===== config.mk =====
export PLATFORM = sky130hd
export DESIGN_NAME = unified_cache_port_queue_flat
export DESIGN_NICKNAME = d
export VERILOG_FILES = /design/src/rtl/unified_cache_port_queue_if.sv /design/src/rtl/unified_cache_port_queue.sv /design/src/flat_wrapper.sv
export SDC_FILE = /design/constraint.sdc
export NUM_CORES = 1
export LEC_CHECK = 0
export CAP_MARGIN = 20
export CORE_MARGIN = 3
export CORE_UTILIZATION = 65
export CTS_BUF_LIST = sky130_fd_sc_hd__clkbuf_8
export CTS_CLUSTER_SIZE = 20
export DETAILED_ROUTE_END_ITERATION = 12
export DONT_BUFFER_PORTS = 1
export GPL_ROUTABILITY_DRIVEN = 0
export GPL_TIMING_DRIVEN = 1
export PLACE_DENSITY_LB_ADDON = 0.1
export SLEW_MARGIN = 20
export SYNTH_ARGS = -nofsm -noshare
export SYNTH_HDL_FRONTEND = slang
export SYNTH_SLANG_ARGS = --single-unit

===== constraint.sdc =====
create_clock -name clk_in -period 5.45 [get_ports clk_in]
set_input_delay 0.8175 -clock clk_in [delete_from_list [all_inputs] [get_ports clk_in]]
set_output_delay 0.8175 -clock clk_in [all_outputs]
set_load 0.02 [all_outputs]

===== src/rtl/unified_cache_port_queue_if.sv =====
// Client/cache side bundle of the unified cache port queue.
// The client (or bench) uses the master view; the queue uses the slave view.
interface unified_cache_port_queue_if #(
    parameter int UNIFIED_CACHE_PACKET_WIDTH_IN_BITS = 64,
    parameter int PTR_WIDTH                          = 2
);
    logic [UNIFIED_CACHE_PACKET_WIDTH_IN_BITS-1:0] request_packet_in;
    logic                                          request_packet_ack_out;
    logic [UNIFIED_CACHE_PACKET_WIDTH_IN_BITS-1:0] cache_packet_out;
    logic                                          cache_packet_ack_in;
    logic [PTR_WIDTH:0]                            occupancy_out;
    logic                                          full_out;
    logic                                          empty_out;

    modport master (
        output request_packet_in,
        output cache_packet_ack_in,
        input  request_packet_ack_out,
        input  cache_packet_out,
        input  occupancy_out,
        input  full_out,
        input  empty_out
    );

    modport slave (
        input  request_packet_in,
        input  cache_packet_ack_in,
        output request_packet_ack_out,
        output cache_packet_out,
        output occupancy_out,
        output full_out,
        output empty_out
    );
endinterface


===== src/rtl/unified_cache_port_queue.sv =====
// In-order request buffer between one client and one unified cache input slice.
// Accepts valid packets while not full and re-presents the head until the cache acks it.
module unified_cache_port_queue #(
    parameter int UNIFIED_CACHE_PACKET_WIDTH_IN_BITS = 64,
    parameter int UNIFIED_CACHE_PACKET_VALID_POS     = 63,
    parameter int DEPTH                              = 4,
    parameter int PTR_WIDTH                          = $clog2(DEPTH)
) (
    input  logic                           clk_in,
    input  logic                           reset_in,
    unified_cache_port_queue_if.slave      bus
);
    localparam int W = UNIFIED_CACHE_PACKET_WIDTH_IN_BITS;

    logic [W-1:0]         r_entry [DEPTH];
    logic [PTR_WIDTH-1:0] r_wr_ptr;
    logic [PTR_WIDTH-1:0] r_rd_ptr;
    logic [PTR_WIDTH:0]   r_count;

    logic w_full;
    logic w_empty;
    logic w_push;
    logic w_pop;

    assign w_full  = (r_count == (PTR_WIDTH+1)'(DEPTH));
    assign w_empty = (r_count == '0);

    // Push looks only at the registered full flag, so a same-cycle pop never frees a slot early.
    assign w_push = bus.request_packet_in[UNIFIED_CACHE_PACKET_VALID_POS] & ~w_full;
    assign w_pop  = bus.cache_packet_ack_in & ~w_empty;

    always_ff @(posedge clk_in or posedge reset_in) begin
        if (reset_in) begin
            r_wr_ptr <= '0;
            r_rd_ptr <= '0;
            r_count  <= '0;
        end else begin
            if (w_push) begin
                r_wr_ptr <= r_wr_ptr + PTR_WIDTH'(1);
            end
            if (w_pop) begin
                r_rd_ptr <= r_rd_ptr + PTR_WIDTH'(1);
            end
            case ({w_push, w_pop})
                2'b10:   r_count <= r_count + (PTR_WIDTH+1)'(1);
                2'b01:   r_count <= r_count - (PTR_WIDTH+1)'(1);
                default: r_count <= r_count;
            endcase
        end
    end

    // Entry contents need no reset: an entry is only visible once the count covers it.
    always_ff @(posedge clk_in) begin
        if (w_push) begin
            r_entry[r_wr_ptr] <= bus.request_packet_in;
        end
    end

    assign bus.request_packet_ack_out = w_push;
    assign bus.cache_packet_out       = w_empty ? '0 : r_entry[r_rd_ptr];
    assign bus.occupancy_out          = r_count;
    assign bus.full_out               = w_full;
    assign bus.empty_out              = w_empty;

    a_count_bounded: assert property (@(posedge clk_in) disable iff (reset_in)
        r_count <= (PTR_WIDTH+1)'(DEPTH));

    a_ack_needs_valid: assert property (@(posedge clk_in) disable iff (reset_in)
        bus.request_packet_ack_out |-> bus.request_packet_in[UNIFIED_CACHE_PACKET_VALID_POS]);
endmodule


===== src/flat_wrapper.sv =====
// flat-port wrapper written by rule: the top's interface ports become plain ports
module unified_cache_port_queue_flat 
#(
    parameter int UNIFIED_CACHE_PACKET_WIDTH_IN_BITS = 64,
    parameter int UNIFIED_CACHE_PACKET_VALID_POS     = 63,
    parameter int DEPTH                              = 4,
    parameter int PTR_WIDTH                          = $clog2(DEPTH)
)
  (clk_in, reset_in, bus_request_packet_in, bus_cache_packet_ack_in, bus_request_packet_ack_out, bus_cache_packet_out, bus_occupancy_out, bus_full_out, bus_empty_out);
  unified_cache_port_queue_if #(.UNIFIED_CACHE_PACKET_WIDTH_IN_BITS(UNIFIED_CACHE_PACKET_WIDTH_IN_BITS), .PTR_WIDTH(PTR_WIDTH)) bus_i ();
  input  logic clk_in;
  input  logic reset_in;
  input wire logic [$bits(bus_i.request_packet_in)-1:0] bus_request_packet_in;
  input wire logic [$bits(bus_i.cache_packet_ack_in)-1:0] bus_cache_packet_ack_in;
  output wire logic [$bits(bus_i.request_packet_ack_out)-1:0] bus_request_packet_ack_out;
  output wire logic [$bits(bus_i.cache_packet_out)-1:0] bus_cache_packet_out;
  output wire logic [$bits(bus_i.occupancy_out)-1:0] bus_occupancy_out;
  output wire logic [$bits(bus_i.full_out)-1:0] bus_full_out;
  output wire logic [$bits(bus_i.empty_out)-1:0] bus_empty_out;
  assign bus_i.request_packet_in = bus_request_packet_in;
  assign bus_i.cache_packet_ack_in = bus_cache_packet_ack_in;
  assign bus_request_packet_ack_out = bus_i.request_packet_ack_out;
  assign bus_cache_packet_out = bus_i.cache_packet_out;
  assign bus_occupancy_out = bus_i.occupancy_out;
  assign bus_full_out = bus_i.full_out;
  assign bus_empty_out = bus_i.empty_out;
  unified_cache_port_queue #(.UNIFIED_CACHE_PACKET_WIDTH_IN_BITS(UNIFIED_CACHE_PACKET_WIDTH_IN_BITS), .UNIFIED_CACHE_PACKET_VALID_POS(UNIFIED_CACHE_PACKET_VALID_POS), .DEPTH(DEPTH), .PTR_WIDTH(PTR_WIDTH)) u_core (.clk_in(clk_in), .reset_in(reset_in), .bus(bus_i));
endmodule

==> flow_metrics.tcl, run 1 <==
set metrics [dict create \
    root_buffer "clkbuf_8" \
    rows 44 \
    dpl-instance-area_sq_um 10210 \
    clock_latency_ps 520 \
    p_leak_nw 3.552 \
    power_mw 6.291 \
    post-place-ws_ps 2189 \
    numClockSinks 263 \
    postLayoutSetupSlackWorst_ps 1929 \
    finalClockSkew_ps 19.35 \
    io_buffers 0 \
    clk_path_buf_depth 3 \
    cts-resized-gates 0 \
    post-route-drc-count 0 \
    multi_input_area_sq_um 2073 \
    totalWireLength_um 16980 \
    fin_tns_setup_ps 0 \
    startpoint "u_core.r_rd_ptr[1]" \
    ios 137 \
    worstMarginPinSlew_ps 997.0 \
    cp.required_ps 4630 \
    status "finished clean" \
    synth_cells 445 \
    criticalPathCategory "flip-flop to output port" \
    syn_area_per_cell_sq_um 22.65 \
    antenna_found_initial 0 \
    timing.rr.start "u_core.bus.occupancy_out[2]" \
    cp-end-kind "output port" \
    grt.total_usage_pct 20.93 \
    nFillCells 870 \
    netlist_area_sq_um 10080 \
    rsz0062_at_grt "false" \
    post-cts-setup-buffer-count 0 \
    ant_nets 0 \
    hpwl_um 9389 \
    path_max_fanout 38 \
    utilization_pct 73.59 \
    maxCapViolCount 0 \
    critical_path_arrival_ps 2700 \
    die_y_um 130.5 \
    setup_violations 0 \
    cts_buffers 41 \
    period_needed_ps 3521 \
    ys_ff_latch 263 \
    drt_iter0_markers 337 \
    period_share_pct 64.60 \
    grt_max_degree 68 \
    yosysSeqAreaShare_pct 77.99 \
    vdd_drop_max_v 0.0006211 \
    syn-num-nets 518 \
    synth_warnings 0 \
    layout_common_cells "edfxtp_1, and2_1, mux4_2" \
    coreArea_sq_um 14860 \
    final_nets 542 \
    num_antenna_cells 0 \
    grt-ovfl-total 0 \
    wl_per_cell_um 24.86 \
    via_count 4244 \
    hp-class "input port to async pin" \
    regArea_sq_um 7868 \
    postLayoutCellArea_sq_um 10940 \
    area_growth_pct 8.514 \
    maxSlewHeadroom_pct 33.53 \
    path_clk_slew_ps 60 \
    slew_violations 0 \
    cts_tree "yes" \
    dieArea_sq_um 17040 \
    die_w_um 130.5 \
    synth.distinct_cells 19 \
    startpoint_type "flip-flop" \
    final_common_cell "edfxtp_1" \
    drive_gt1_share_pct 24.05 \
    powerDensity_nw_per_um2 575.1 \
    grt_first_pass_wirelength_um 26140 \
    finalHoldViolCount 0 \
    fmax_mhz 284.0 \
    first_pass_iters 5 \
    ctsHoldBuffers 0 \
    htreeDepth 2 \
    viasPerCell 6.214 \
    initial_utilization_pct 67.82 \
    grt_pass1_vias 4734 \
]
layer usage:
layer / track usage (%) / wire [um] / vias to the layer above / share of wire, %
met4: 6.715 / 372 / 0 / 2.2
met5: 0 / 0 / - / 0
met2: 34.04 / 8763 / 156 / 52
met3: 8.049 / 1512 / 32 / 8.9
li1: - / - / 1848 / -
met1: 26.57 / 6331 / 2208 / 37
power by group:
group | internal, mW | switching [mW] | total, mW
Clock | 0.700 | 0.700 | 1.40
Combinational | 0.768 | 1.22 | 1.99
Sequential | 2.69 | 0.213 | 2.90
Total | 4.16 | 2.14 | 6.29
state kept, by name (all words and copies together) (netlist names):
name	count
u_core.bus.occupancy_out	3
u_core.r_entry	256
u_core.r_rd_ptr	2
u_core.r_wr_ptr	2
synthesized netlist by cell type:
master / count / area (sq um)
nor2b_1: 1 / 6.260
mux2i_1: 1 / 10.01
clkbuf_1: 9 / 33.78
xor2_1: 3 / 26.28
mux4_2: 64 / 1441
edfxtp_1: 256 / 7687
fa_1: 1 / 20.02
xnor2_1: 3 / 26.28
nor3b_1: 1 / 7.510
or3_1: 1 / 6.260
buf_2: 8 / 40.04
buf_6: 5 / 56.30
and2_1: 69 / 431.7
ha_1: 5 / 62.56
inv_1: 8 / 30.03
nand3_1: 1 / 5.000
mux2_1: 1 / 11.26
nor2_1: 1 / 3.750
dfrtp_1: 7 / 175.2
per-stage QoR:
| step | cells | hold WS [ps] |
|---|---|---|
| after floorplan | 445 | 511.6 |
| after global placement | 609 | 521.2 |
| after detailed placement | 609 | 553.8 |
| after CTS | 682 | 84.35 |
| after global routing | 683 | 87.24 |
| final | 683 | 109.5 |
logic make-up after synthesis:
group         Yosys count  synth area share (%)
xor+xnor                6                0.5214
flops                 263                 77.99
simple gates           74                 4.567
mux                    66                 14.51
buf+inv                30                 1.589
fa+ha+maj               6                0.8192
final timing paths:
path                                       endpoint  slack (ps)  depth (start not counted)
hold / removal                   u_core.r_wr_ptr[1]         110                          1
max in group asynchronous        u_core.r_rd_ptr[0]        5090                          1
min in group clk_in           u_core.r_entry[3][35]         380                          0
setup reg to reg              u_core.r_entry[1][58]        2550                          3
setup / recovery           bus_cache_packet_out[23]        1930                          3
hold reg to reg                  u_core.r_wr_ptr[1]         560                          1
cell type report:
type | count | area share (%)
clock buffers | 41 | 5.158
multi-input cells | 152 | 18.95
well taps | 184 | 2.105
flip-flops and latches | 263 | 71.92
clock inverters | 32 | 1.201
repair buffers | 3 | 0.3889
inverters | 8 | 0.2745
critical path, stage by stage (launching register included):
cell and delay [ps]:
dfrtp_2 1000, buf_4 530, mux4_2 360, and2_1 260
No activity file was read; power rests on OpenSTA's default activity.
==> run 2, diff against run 1 <==
--- a/config.mk
+++ b/config.mk
@@ -5,6 +5,7 @@
 export SDC_FILE = /design/constraint.sdc
 export NUM_CORES = 1
 export LEC_CHECK = 0
+export ABC_AREA = 1
 export CAP_MARGIN = 20
 export CORE_MARGIN = 3
 export CORE_UTILIZATION = 65
==> constraint.sdc (replaced) <==
create_clock -name clk_in -period 3.35 [get_ports clk_in]
set_input_delay 0.5025 -clock clk_in [delete_from_list [all_inputs] [get_ports clk_in]]
set_output_delay 0.5025 -clock clk_in [all_outputs]
set_load 0.02 [all_outputs]
==> flow_metrics.tcl, run 2 <==
set metrics [dict create \
    initial_utilization_pct 67.43 \
    path_max_fanout 32 \
    cts_buffers 41 \
    setup_violations 0 \
    postLayoutSetupSlackWorst_ps 392.6 \
    critPathSlowestCell "inv_2" \
    synth_flop_cell "edfxtp_1" \
    period_needed_ps 2957 \
    async_reset_ff_share_pct 2.662 \
    cp-end-kind "output port" \
    critical_path_arrival_ps 2450 \
    wl_per_cell_um 16.58 \
    cp.required_ps 2850 \
    ant_nets 0 \
    finalHoldViolCount 0 \
    via_count 6850 \
    ys_ff_latch 263 \
    postLayoutCellArea_sq_um 12280 \
    root_buffer "clkbuf_8" \
    io_buffers 0 \
    grt_first_pass_wirelength_um 34850 \
    syn_area_per_cell_sq_um 10.60 \
    die_w_um 138.1 \
    powerDensity_nw_per_um2 907.3 \
    finalClockSkew_ps 11.33 \
    clk_path_buf_depth 3 \
    grt_max_degree 87 \
    synth_adder_area_share_pct 0.7282 \
    antenna_found_initial 0 \
    cp.buffers_inverters 3 \
    synth_cells 1070 \
    ff2ff_setup_slack_ps 980 \
    synth_top_area_cell "edfxtp_1" \
    hold_slack_ps 70.44 \
    num_antenna_cells 0 \
    synth_top_family_by_area "simple AND/OR/NAND/NOR gates" \
    cpPeakStageDelay_ps 540 \
    maxCapViolCount 0 \
    r2r_end "u_core.r_entry[0][18]" \
    synth_warnings 0 \
    synth-simple-area-share_pct 15.08 \
    worstMarginPinSlew_ps 955.8 \
    startpoint_type "flip-flop" \
    muxShareOfSynthArea_pct 0 \
    period_share_pct 88.28 \
    synth_edf_count 256 \
    netlist_area_sq_um 11340 \
    drive_gt1_share_pct 6.498 \
    path_clk_slew_ps 60 \
    post-place-ws_ps 909.8 \
    cts-resized-gates 0 \
    synthXorXnorAreaFrac_pct 0.1545 \
    criticalPathCategory "flip-flop to output port" \
    largest_register_ffs 256 \
    hpwl_um 12540 \
    numClockSinks 263 \
    drt_iter0_markers 448 \
    final_common_cell "inv_1" \
    coreArea_sq_um 16820 \
    ff2ff_path_depth 5 \
    worst-path-stages 5 \
    synth.distinct_cells 19 \
    power_mw 11.15 \
    post-route-drc-count 0 \
    clock_latency_ps 520 \
    htreeDepth 2 \
    final_nets 1155 \
    ctsHoldBuffers 1 \
    cts_tree "yes" \
    synth_common_cells "inv_1, nand2_1, edfxtp_1" \
    maxSlewHeadroom_pct 36.28 \
    synthTopCellsByArea "edfxtp_1, inv_1, nand2_1, nand3_1, a21oi_1" \
    syn-num-nets 1143 \
    first_pass_iters 4 \
    die_y_um 138.1 \
    cp_cell_sequence "inv_1 > nand3_2 > inv_2 > buf_4 > a21oi_1" \
    grt.total_usage_pct 23.09 \
    dieArea_sq_um 19070 \
    fmax_mhz 338.1 \
    rsz0062_at_grt "false" \
    timing.rr.start "u_core.bus.occupancy_out[1]" \
    slew_violations 0 \
    p_leak_nw 5.463 \
    grt-ovfl-total 0 \
    yosysSeqAreaShare_pct 69.33 \
    viasPerCell 5.158 \
    min_from "bus_request_packet_in[10]" \
    ios 137 \
    hp-class "input port to flip-flop" \
    vdd_drop_max_v 0.0005986 \
    layout_common_cells "inv_1, nand2_1, edfxtp_1" \
    utilization_pct 73.04 \
    rows 47 \
    grt_pass1_vias 6672 \
    synth_top_area_share_pct 67.78 \
    post-synth-top-count-cell "inv_1" \
    area_growth_pct 8.319 \
    holdPathStages 0 \
    totalWireLength_um 22010 \
    post-cts-setup-buffer-count 0 \
    hold_end "u_core.r_entry[2][10]" \
    synth-compound-area-share_pct 2.913 \
    nFillCells 1167 \
    dpl-instance-area_sq_um 11550 \
    status "finished clean" \
    regMostFlops "u_core.r_entry" \
    critPathTopFamily "buffers and inverters" \
]
[run 2: changes by cell type after synthesis, moves of 3 or more]
cell / change
nor2_1: +3
mux4_2: -64
buf_4: +4
a21oi_1: +64
nand3_1: +132
inv_1: +263
buf_2: +17
and2_1: -69
buf_6: +5
nand2_1: +270
xor2_1: -3
inv_2: +4
[run 2: cells by family after synthesis]
logic type	count (synthesis)
AOI/OAI and AO/OA	66
xor gates and xnor gates	2
adders and majority gates	6
buffers and inverters	324
DFF	263
and+or+nand+nor	409
[run 2: how the worst max path moves through the flow]
stage / end / start
2_1_floorplan: u_core.r_entry[0][0] / u_core.bus.occupancy_out[1]
3_3_place_gp: bus_cache_packet_out[62] / u_core.bus.occupancy_out[1]
3_5_place_dp: bus_cache_packet_out[62] / u_core.bus.occupancy_out[1]
4_1_cts: bus_cache_packet_out[62] / u_core.bus.occupancy_out[1]
5_1_grt: bus_cache_packet_out[58] / u_core.bus.occupancy_out[1]
6_report: bus_cache_packet_out[62] / u_core.bus.occupancy_out[1]
[run 2: cell type report]
type,instances,area (sq um),area share [%]
Inverter,275,1035,8.423
Clock inverter,28,158.9,1.294
Timing Repair Buffer,18,212.7,1.732
Multi-Input combinational cell,483,2171,17.67
Tap cell,220,275.3,2.241
Sequential cell,263,7868,64.05
Clock buffer,41,564.3,4.594
[run 2: report_power, final]
group          switching (mW)  internal [mW]
Sequential              0.178           4.33
Clock                    1.12           1.28
Combinational            3.26          0.967
[run 2: stage by stage]
step | cells | TNS (ps)
after floorplan | 1070 | -185360
after global placement | 1258 | 0
after detailed placement | 1258 | 0
after CTS | 1328 | 0
after global routing | 1328 | 0
final | 1328 | 0
[run 2: layer usage]
layer / vias to the layer above / track usage (%) / wire [um] / part of all wire [%]
met5: - / 0 / 0 / 0
met4: 0 / 7.540 / 442 / 2.0
met3: 42 / 7.631 / 1888 / 8.6
met2: 235 / 39.52 / 11160 / 51
met1: 3163 / 27.96 / 8527 / 39
li1: 3410 / - / - / -
